<file path="src/rtl/hist_readout_streamer_pkg.sv">
// Shared types and helpers for the histogram readout streamer.
package hist_readout_streamer_pkg;

  typedef logic [2:0] state_t;

  localparam state_t ST_IDLE      = 3'd0;
  localparam state_t ST_HDR       = 3'd1;
  localparam state_t ST_RD_WAIT   = 3'd2;
  localparam state_t ST_SEND_IDX  = 3'd3;
  localparam state_t ST_SEND_DATA = 3'd4;
  localparam state_t ST_SEND_SUM  = 3'd5;
  localparam state_t ST_DONE      = 3'd6;

  localparam logic [7:0] HDR_BYTE_DEFAULT = 8'hA5;

  // Number of bytes needed to carry one bin counter.
  function automatic int unsigned nb_bytes(input int unsigned data_w);
    return (data_w + 32'd7) / 32'd8;
  endfunction

endpackage

</file>
<file path="src/rtl/hist_readout_streamer_if.sv">
// Histogram select/data port plus outgoing byte stream.
interface hist_readout_streamer_if #(
  parameter int unsigned SEL_W  = 8,
  parameter int unsigned DATA_W = 16
);
  logic              freeze;
  logic [SEL_W-1:0]  hist_sel;
  logic [DATA_W-1:0] hist_data;
  logic              bin_clr;
  logic [7:0]        tx_data;
  logic              tx_valid;
  logic              tx_ready;

  modport master (
    output freeze, hist_sel, bin_clr, tx_data, tx_valid,
    input  hist_data, tx_ready
  );

  modport slave (
    input  freeze, hist_sel, bin_clr, tx_data, tx_valid,
    output hist_data, tx_ready
  );
endinterface

</file>
<file path="src/rtl/hist_byte_serializer.sv">
// Holds one bin counter and hands it out a byte at a time, MSB first.
// byte_c is the next byte to hand out; last_c is high once every byte
// of the loaded word has been popped.
module hist_byte_serializer
  import hist_readout_streamer_pkg::*;
#(
  parameter int unsigned DATA_W = 16
) (
  input  logic              clk,
  input  logic              reset_n,
  input  logic              load,
  input  logic [DATA_W-1:0] word,
  input  logic              pop,
  output logic [7:0]        byte_c,
  output logic              last_c
);
  localparam int unsigned NB    = nb_bytes(DATA_W);
  localparam int unsigned SH_W  = NB * 8;
  localparam int unsigned CNT_W = $clog2(NB + 1);

  logic [SH_W-1:0]  shreg_q;
  logic [CNT_W-1:0] cnt_q;

  // Load zero-padded word, shift out one byte per pop.
  always_ff @(posedge clk or negedge reset_n) begin
    if (!reset_n) begin
      shreg_q <= '0;
      cnt_q   <= '0;
    end else if (load) begin
      shreg_q <= SH_W'(word);
      cnt_q   <= CNT_W'(NB);
    end else if (pop) begin
      shreg_q <= shreg_q << 8;
      cnt_q   <= cnt_q - CNT_W'(1);
    end
  end

  assign byte_c = shreg_q[SH_W-1 -: 8];
  assign last_c = (cnt_q == '0);

endmodule

</file>
<file path="src/rtl/hist_readout_streamer.sv">
// Freezes the histogram logger, scans every bin and streams a framed,
// XOR-checksummed byte dump. Optional macro HIST_CLEAR_ON_READ_EN clears
// each bin as its last data byte leaves.
module hist_readout_streamer
  import hist_readout_streamer_pkg::*;
#(
  parameter int unsigned NUM_BINS = 256,
  parameter int unsigned DATA_W   = 16,
  parameter int unsigned RD_LAT   = 1,
  parameter logic [7:0]  HDR_BYTE = HDR_BYTE_DEFAULT
) (
  input  logic clk,
  input  logic reset_n,
  input  logic start,
  output logic busy,
  output logic done,
  hist_readout_streamer_if.master bus
);
  localparam int unsigned SEL_W = $clog2(NUM_BINS);
  localparam int unsigned LAT_W = 2;
  localparam logic [SEL_W-1:0] LAST_SEL = SEL_W'(NUM_BINS - 1);

  state_t           state_q, state_d;
  logic             busy_d, done_d;
  logic             freeze_q, freeze_d;
  logic [SEL_W-1:0] sel_q, sel_d;
  logic             tx_valid_q, tx_valid_d;
  logic [7:0]       tx_data_q, tx_data_d;
  logic [7:0]       sum_q, sum_d;
  logic [LAT_W-1:0] lat_q, lat_d;
  logic             accept_c;
  logic             ser_load_c, ser_pop_c, ser_last_c;
  logic [7:0]       ser_byte_c;

  assign accept_c = tx_valid_q & bus.tx_ready;

  hist_byte_serializer #(.DATA_W(DATA_W)) u_ser (
    .clk     (clk),
    .reset_n (reset_n),
    .load    (ser_load_c),
    .word    (bus.hist_data),
    .pop     (ser_pop_c),
    .byte_c  (ser_byte_c),
    .last_c  (ser_last_c)
  );

  // State and registered outputs.
  always_ff @(posedge clk or negedge reset_n) begin
    if (!reset_n) begin
      state_q    <= ST_IDLE;
      busy       <= 1'b0;
      done       <= 1'b0;
      freeze_q   <= 1'b0;
      sel_q      <= '0;
      tx_valid_q <= 1'b0;
      tx_data_q  <= '0;
      sum_q      <= '0;
      lat_q      <= '0;
    end else begin
      state_q    <= state_d;
      busy       <= busy_d;
      done       <= done_d;
      freeze_q   <= freeze_d;
      sel_q      <= sel_d;
      tx_valid_q <= tx_valid_d;
      tx_data_q  <= tx_data_d;
      sum_q      <= sum_d;
      lat_q      <= lat_d;
    end
  end

  // Frame sequencing; next byte is staged only when the current one is taken.
  always_comb begin
    state_d    = state_q;
    busy_d     = busy;
    done_d     = 1'b0;
    freeze_d   = freeze_q;
    sel_d      = sel_q;
    tx_valid_d = tx_valid_q;
    tx_data_d  = tx_data_q;
    sum_d      = sum_q;
    lat_d      = lat_q;
    ser_load_c = 1'b0;
    ser_pop_c  = 1'b0;
    case (state_q)
      ST_IDLE: begin
        if (start) begin
          busy_d     = 1'b1;
          freeze_d   = 1'b1;
          sel_d      = '0;
          sum_d      = '0;
          tx_valid_d = 1'b1;
          tx_data_d  = HDR_BYTE;
          state_d    = ST_HDR;
        end
      end
      ST_HDR: begin
        if (accept_c) begin
          tx_valid_d = 1'b0;
          lat_d      = '0;
          state_d    = ST_RD_WAIT;
        end
      end
      ST_RD_WAIT: begin
        if (lat_q == LAT_W'(RD_LAT)) begin
          ser_load_c = 1'b1;
          tx_valid_d = 1'b1;
          tx_data_d  = 8'(sel_q);
          state_d    = ST_SEND_IDX;
        end else begin
          lat_d = lat_q + LAT_W'(1);
        end
      end
      ST_SEND_IDX: begin
        if (accept_c) begin
          sum_d     = sum_q ^ tx_data_q;
          ser_pop_c = 1'b1;
          tx_data_d = ser_byte_c;
          state_d   = ST_SEND_DATA;
        end
      end
      ST_SEND_DATA: begin
        if (accept_c) begin
          sum_d = sum_q ^ tx_data_q;
          if (!ser_last_c) begin
            ser_pop_c = 1'b1;
            tx_data_d = ser_byte_c;
          end else if (sel_q == LAST_SEL) begin
            tx_data_d = sum_q ^ tx_data_q;
            state_d   = ST_SEND_SUM;
          end else begin
            tx_valid_d = 1'b0;
            sel_d      = sel_q + SEL_W'(1);
            lat_d      = '0;
            state_d    = ST_RD_WAIT;
          end
        end
      end
      ST_SEND_SUM: begin
        if (accept_c) begin
          tx_valid_d = 1'b0;
          done_d     = 1'b1;
          busy_d     = 1'b0;
          freeze_d   = 1'b0;
          state_d    = ST_DONE;
        end
      end
      ST_DONE: begin
        sel_d   = '0;
        state_d = ST_IDLE;
      end
      default: state_d = ST_IDLE;
    endcase
  end

  assign bus.freeze   = freeze_q;
  assign bus.hist_sel = sel_q;
  assign bus.tx_valid = tx_valid_q;
  assign bus.tx_data  = tx_data_q;

`ifdef HIST_CLEAR_ON_READ_EN
  // Clear the bin in the same cycle its final data byte is taken.
  assign bus.bin_clr = (state_q == ST_SEND_DATA) & ser_last_c & accept_c;
`else
  assign bus.bin_clr = 1'b0;
`endif

endmodule
</file>
<file path="src/flat_wrapper.sv">
// flat-port wrapper written by rule: the top's interface ports become plain ports
module hist_readout_streamer_flat import hist_readout_streamer_pkg::*;
#(
  parameter int unsigned NUM_BINS = 256,
  parameter int unsigned DATA_W   = 16,
  parameter int unsigned RD_LAT   = 1,
  parameter logic [7:0]  HDR_BYTE = HDR_BYTE_DEFAULT
)
  (clk, reset_n, start, busy, done, bus_freeze, bus_hist_sel, bus_bin_clr, bus_tx_data, bus_tx_valid, bus_hist_data, bus_tx_ready);
  hist_readout_streamer_if #(.DATA_W(DATA_W)) bus_i ();
  input  logic clk;
  input  logic reset_n;
  input  logic start;
  output logic busy;
  output logic done;
  output wire logic [$bits(bus_i.freeze)-1:0] bus_freeze;
  output wire logic [$bits(bus_i.hist_sel)-1:0] bus_hist_sel;
  output wire logic [$bits(bus_i.bin_clr)-1:0] bus_bin_clr;
  output wire logic [$bits(bus_i.tx_data)-1:0] bus_tx_data;
  output wire logic [$bits(bus_i.tx_valid)-1:0] bus_tx_valid;
  input wire logic [$bits(bus_i.hist_data)-1:0] bus_hist_data;
  input wire logic [$bits(bus_i.tx_ready)-1:0] bus_tx_ready;
  assign bus_freeze = bus_i.freeze;
  assign bus_hist_sel = bus_i.hist_sel;
  assign bus_bin_clr = bus_i.bin_clr;
  assign bus_tx_data = bus_i.tx_data;
  assign bus_tx_valid = bus_i.tx_valid;
  assign bus_i.hist_data = bus_hist_data;
  assign bus_i.tx_ready = bus_tx_ready;
  hist_readout_streamer #(.NUM_BINS(NUM_BINS), .DATA_W(DATA_W), .RD_LAT(RD_LAT), .HDR_BYTE(HDR_BYTE)) u_core (.clk(clk), .reset_n(reset_n), .start(start), .busy(busy), .done(done), .bus(bus_i));
endmodule
</file>
<file path="config.mk">
export PLATFORM = sky130hd
export DESIGN_NAME = hist_readout_streamer_flat
export DESIGN_NICKNAME = d
export VERILOG_FILES = /design/src/rtl/hist_readout_streamer_pkg.sv /design/src/rtl/hist_readout_streamer_if.sv /design/src/rtl/hist_byte_serializer.sv /design/src/rtl/hist_readout_streamer.sv /design/src/flat_wrapper.sv
export SDC_FILE = /design/constraint.sdc
export NUM_CORES = 1
export LEC_CHECK = 0
export ABC_AREA = 1
export CORE_UTILIZATION = 45
export CTS_CLUSTER_DIAMETER = 100
export CTS_CLUSTER_SIZE = 30
export DETAILED_ROUTE_END_ITERATION = 8
export DONT_BUFFER_PORTS = 1
export PLACE_DENSITY_LB_ADDON = 0.05
export SYNTH_ARGS = -nofsm -noshare
export SYNTH_HDL_FRONTEND = slang
export SYNTH_SLANG_ARGS = --single-unit
</file>
<file path="constraint.sdc">
create_clock -name clk -period 1.8 [get_ports clk]
set_input_delay 0 -clock clk [delete_from_list [all_inputs] [get_ports clk]]
set_output_delay 0 -clock clk [all_outputs]
set_load 0.05 [all_outputs]
</file>
==> flow_summary.ini, run 1 <==
[drt]
vias_per_cell = 5.01
avgRoutedWirePerCell_um = 13.1
vias = 2615
ant_nets = 0
drt_pass1_iterations = 4
totalWireLength_um = 6840
route.detailed.drc = 0
first_iter_violations = 124

[critical_path]
arrival_ns = 1.86
worst_r2r_endpoint = u_core.bus.tx_data[4]
cp_max_fo = 8
cp.required_ns = 2.01
end_kind = register
criticalPathCategory = reg -> reg
r2r_cells = 8
start_kind = register
rr_startpoint = u_core.bus.hist_sel[0]
r2r_slack_ns = 0.15

[floorplanning]
core_area_um2 = 6060
dieArea_um2 = 6780
die_w_um = 82.4
initial_core_util_pct = 47.9
pin_count = 41
die_height_um = 82.4
fp-row-count = 28

[power_and_ir_drop]
peakVddDrop_v = 0.000854
p_int_uw = 2840
clkPwrFrac_pct = 15.0
p_seq_share_pct = 34.8
combPwrFrac_pct = 50.1
p_leak_uw = 0.00178
p_switching_uw = 2790
p_sw_share_pct = 49.5
power_density_nw_per_um2 = 1640

[sta]
finalHoldViolCount = 0
slew_viol_final = 0
slew_headroom_pct = 63.4
skew_ns = 0.00652
finalCritPeriodShare_pct = 91.4
fmax_ghz = 0.608
finalSetupViolCount = 0
worstMarginPinSlew_ns = 0.549
period_minus_slack_ns = 1.65
rsz0062_at_grt = false
finalSetupTns_ns = 0

[global_route]
grt_pass1_vias = 2406
antenna_found_initial = 0
grt_pass1_wl_um = 11500
grtUsageTotal_pct = 22.4
globalRoute.totalOverflow = 0
grt_start_max_net_pins = 51

[placed_design]
dpl.hpwl_um = 4790
dpl-instance-area_um2 = 3090
routabilityCongestion = 0.869
port-buffer-count = 0

[yosys]
synth_top_area_share_pct = 43.1
syn_nets = 431
synth_area_leader_cell = dfrtp_1
yosysWarnings = 0
syn_inst = 408
synth_cell_types = 27
ys_top_cells_by_area = dfrtp_1 43%, nand2_1 22%, nor2_1 6.5%, nand3_1 5.3%, inv_1 3.5%
synth-seq-cells = 50
synthArstFlopShare_pct = 100
avgSynthCellArea_um2 = 7.12
synth_ff_type = dfrtp_1
seq_area_frac_synth_pct = 43.1
syn_area_um2 = 2910
synth_edf_count = 0

[min_path]
worstHoldEndpoint = u_core.bus.freeze
hp-class = in -> reg
hold_start = start
holdPathStages = 4

[clocking]
cts_sinks = 50
cts_max_level = 2
clk_pin_slew_ns = 0.10
cts_buffers = 5
clockBufferDepth = 2
insertion_delay_ns = 0.31
post-cts-setup-buffers = 0
cts_root_buffer = clkbuf_8
cts_tree = built

[status]
status = complete, no violations

[finish]
final_cell_mix = 169 x nand2_1, 48 x nor2_1, 47 x dfrtp_1
synthToLayoutAreaGrowth_pct = 17.9
layout_commonest_cell = nand2_1
nets = 469
diodes = 0
final_area_um2 = 3420
drive_gt1_share_pct = 13.6

[flow_run]
drv_cap = 0
==> power by group through the flow <==
| stage | Clock [uW] | Combinational, uW | Sequential [uW] |
|---|---|---|---|
| floorplan | 0 | 1920 | 2170 |
| global placement | 0 | 2730 | 1980 |
| detailed placement | 0 | 2740 | 1980 |
| CTS | 861 | 2810 | 1960 |
| global route | 909 | 3210 | 2010 |
| finish | 846 | 2820 | 1960 |
==> worst max-delay path, stage by stage (launching register included) <==
cell	delay [ns]
dfrtp_2	0.37
ha_1	0.19
nand2_1	0.07
nor2_1	0.21
nand2_1	0.19
a21oi_1	0.21
nand2_2	0.15
nand2_1	0.09
nand2_1	0.06
==> final cells by class <==
class / instances / area (um2)
well taps: 75 / 93.8
clock inverters: 3 / 47.5
flip-flops and latches: 50 / 1250
inverters: 35 / 134
multi-input cells: 315 / 1470
clock buffers: 5 / 68.8
fillers: 608 / 2640
repair buffers: 39 / 358
==> state kept, by name, summed over array words and instances (netlist names) <==
name / cells
u_core.u_ser.shreg_q: 16
u_core.bus.tx_data: 8
u_core.sum_q: 8
u_core.u_ser.cnt_q: 2
u_core.lat_q: 2
u_core.bus.freeze: 1
u_core.done: 1
u_core.state_q: 3
u_core.bus.tx_valid: 1
u_core.bus.hist_sel: 8
==> metrics by stage <==
| stage | cells | total power [uW] | hold slack [ns] | utilization, % | setup WS, ns |
|---|---|---|---|---|---|
| 6_report | 522 | 5630 | 0.0407 | 56.5 | 0.154 |
| 3_5_place_dp | 495 | 4720 | -0.294 | 51.0 | 0.125 |
| 2_1_floorplan | 408 | 4080 | -0.296 | - | 0.0154 |
| 5_1_grt | 522 | 6130 | 0.101 | 56.5 | 0.0117 |
| 3_3_place_gp | 495 | 4700 | -0.294 | 51.0 | 0.137 |
| 4_1_cts | 522 | 5630 | 0.0278 | 56.3 | 0.0986 |
==> per-layer routing <==
layer	global-route usage [%]	vias up	wire (um)	part of all wire, %
met2	36.4	59	3220	47
met1	30.6	1199	3260	48
li1	-	1352	-	-
met3	3.96	5	311	4.5
met5	0	-	0	0
met4	6.14	0	50	0.73
==> worst max path at each step <==
| stage | cells past startpoint | end | startpoint | slack (ns) |
|---|---|---|---|---|
| 6_report | 8 | u_core.bus.tx_data[4] | u_core.bus.hist_sel[0] | 0.15 |
| 5_1_grt | 9 | u_core.bus.tx_data[0] | u_core.bus.hist_sel[0] | 0.01 |
| 4_1_cts | 9 | u_core.bus.tx_data[4] | u_core.state_q[0] | 0.1 |
| 3_5_place_dp | 9 | u_core.bus.tx_data[4] | u_core.state_q[0] | 0.12 |
| 3_3_place_gp | 7 | u_core.bus.tx_data[1] | u_core.state_q[0] | 0.14 |
| 2_1_floorplan | 8 | u_core.bus.tx_data[0] | u_core.bus.hist_sel[4] | 0.02 |
==> logic make-up (layout without fill, tap and decap cells) <==
group                      count (synthesis)  count (layout)  synth area share, %
AOI/OAI and AO/OA                         30              30                 5.51
xor gates and xnor gates                   6               6                 1.81
adders and majority gates                  3               3                 1.29
buffers and inverters                     43              82                 6.76
DFF                                       50              50                 43.1
other                                      1               1                0.129
and+or+nand+nor                          275             275                 41.4
==> Yosys cell counts (4+ instances only) <==
cell / instances
o21ai_0: 11
a21oi_1: 7
inv_1: 27
o21ai_1: 8
nor2_1: 50
nand3_1: 31
nand2_1: 171
nand3_2: 5
inv_2: 7
dfrtp_1: 50
buf_4: 4
nand4_1: 5
nand2_2: 4
xor2_1: 6
==> repair_timing <==
item	in CTS	in global routing
resized for setup	0	5
hold buffers	19	0
setup endpoints to repair	0	20
endpoints found under the hold margin	67	0
Power figures use the tool's default switching activity.
==> run 2: changes to the inputs <==
RECOVER_POWER = 25   (was default)
==> run 2 against run 1 <==
Wire length stayed put. Largest cell class unchanged. Critical endpoint unchanged. Critical path type unchanged. Die area stayed put. Clock power is 0.5% lower. Worst setup slack worse by 0.0052 ns. Critical path depth stayed put.
==> flow_summary.ini, run 2 (synthesis gave the netlist of run 1 again) <==
[critical_path]
worst-path-buf-inv = 0
crit_cells = 8
arrival_ns = 1.86
r2r_cells = 8
critical_path.most_common_cell = nand2_1
cp.required_ns = 2.01
cp_max_fo = 8
worst_r2r_endpoint = u_core.bus.tx_data[4]
cpMaxStageDelayCell = dfrtp_2
start_kind = register
cpLargestDelayFamily = simple AND/OR/NAND/NOR gates
r2r_slack_ns = 0.15
end_kind = register
criticalPathCategory = reg -> reg
cpPeakStageDelay_ns = 0.37
crit_chain = ha_1, nand2_1, nor2_1, nand2_1, a21oi_1, nand2_2, nand2_1, nand2_1
rr_startpoint = u_core.bus.hist_sel[0]

[floorplanning]
pin_count = 41
fp-row-count = 28
core_area_um2 = 6060
dieArea_um2 = 6780
die_height_um = 82.4
initial_core_util_pct = 47.9
die_w_um = 82.4

[min_path]
holdPathStages = 4
worstHoldEndpoint = u_core.bus.freeze
hp-class = in -> reg
hold_start = start

[power_and_ir_drop]
peakVddDrop_v = 0.000845
power_density_nw_per_um2 = 1650
p_int_uw = 2840
p_sw_share_pct = 49.5
p_seq_share_pct = 34.9
clkPwrFrac_pct = 15.0
combPwrFrac_pct = 50.1
p_leak_uw = 0.00177
p_switching_uw = 2780
power_uw = 5620

[sta]
fmax_ghz = 0.606
worstMarginPinSlew_ns = 1.26
finalSetupTns_ns = 0
period_minus_slack_ns = 1.65
finalHoldViolCount = 0
slew_headroom_pct = 16.0
rsz0062_at_grt = false
finalCritPeriodShare_pct = 91.7
skew_ns = 0.00680
slew_viol_final = 0
finalSetupViolCount = 0

[finish]
ff_latch_area_um2 = 1250
layout_commonest_cell = nand2_1
largest_reg_flops = 16
synthToLayoutAreaGrowth_pct = 17.1
drive_gt1_share_pct = 13.6
regMostFlops = u_core.u_ser.shreg_q
multiInputGateArea_um2 = 1470
final_cell_mix = 169 x nand2_1, 48 x nor2_1, 47 x dfrtp_1
diodes = 0
nets = 469
n_fill_cell = 611

[drt]
totalWireLength_um = 6840
avgRoutedWirePerCell_um = 13.1
drt_pass1_iterations = 4
vias = 2620
first_iter_violations = 126
ant_nets = 0
route.detailed.drc = 0
vias_per_cell = 5.02

[placed_design]
dpl.hpwl_um = 4790
port-buffer-count = 0
routabilityCongestion = 0.869

[clocking]
cts_root_buffer = clkbuf_8
post-cts-setup-buffers = 0
cts_max_level = 2
cts_buffers = 5
cts_tree = built
clk_pin_slew_ns = 0.10
cts_sinks = 50
clockBufferDepth = 2
insertion_delay_ns = 0.31

[global_route]
grt_pass1_vias = 2406
antenna_found_initial = 0
grtUsageTotal_pct = 22.4
globalRoute.totalOverflow = 0
grt_start_max_net_pins = 51
grt_pass1_wl_um = 11500

[status]
status = complete, no violations

[flow_run]
drv_cap = 0
==> run 2: cell type report <==
class	count	share of cell area [%]
Sequential cell	50	36.9
Inverter	35	3.94
Tap cell	75	2.76
Clock buffer	5	2.02
Clock inverter	3	1.40
Timing Repair Buffer	39	9.86
Multi-Input combinational cell	315	43.1
==> run 2: timing repair <==
action | in CTS | in global routing
hold endpoints to repair | 67 | 0
resized for setup | 0 | 5
hold buffers | 19 | 0
setup endpoints to repair | 0 | 20
==> run 2: routing by layer <==
layer | up-vias | global-route usage (%) | part of all wire (%)
met4 | 0 | 6.14 | 0.53
met2 | 65 | 36.4 | 47
met5 | - | 0 | 0
met3 | 4 | 3.96 | 4.4
li1 | 1352 | - | -
met1 | 1199 | 30.6 | 48
==> run 2: worst max-delay path by stage <==
stage / start / endpoint / slack (ns)
final: u_core.bus.hist_sel[0] / u_core.bus.tx_data[4] / 0.15
after global routing: u_core.bus.hist_sel[0] / u_core.bus.tx_data[0] / 0.01
after CTS: u_core.state_q[0] / u_core.bus.tx_data[4] / 0.1
after detailed placement: u_core.state_q[0] / u_core.bus.tx_data[4] / 0.12
after global placement: u_core.state_q[0] / u_core.bus.tx_data[1] / 0.14
after floorplan: u_core.bus.hist_sel[4] / u_core.bus.tx_data[0] / 0.02
==> run 2: worst reg2reg max path: cells and delay by family (launching register included) <==
kind | cells | cell delay (ns)
compound gates | 1 | 0.21
flops | 1 | 0.37
fa+ha+maj | 1 | 0.19
simple gates | 6 | 0.77
==> run 2: power by group through the flow <==
stage                     Sequential [uW]  Clock (uW)  Combinational, uW
after floorplan                      2170           0               1920
after global placement               1980           0               2730
after detailed placement             1980           0               2740
after CTS                            1960         861               2810
after global routing                 2010         909               3200
final                                1960         842               2820
==> run 2: stage by stage <==
stage                     util, %  hold WS, ns  worst slack, ns  instance area, um2  instances
after CTS                    56.3       0.0278           0.0986                3410        522
after detailed placement     51.0       -0.294            0.125                3090        495
final                        56.1       0.0449            0.149                3400        522
after floorplan                 -       -0.296           0.0154                2910        408
after global routing         56.1        0.101           0.0117                3400        522
after global placement       51.0       -0.294            0.137                3090        495
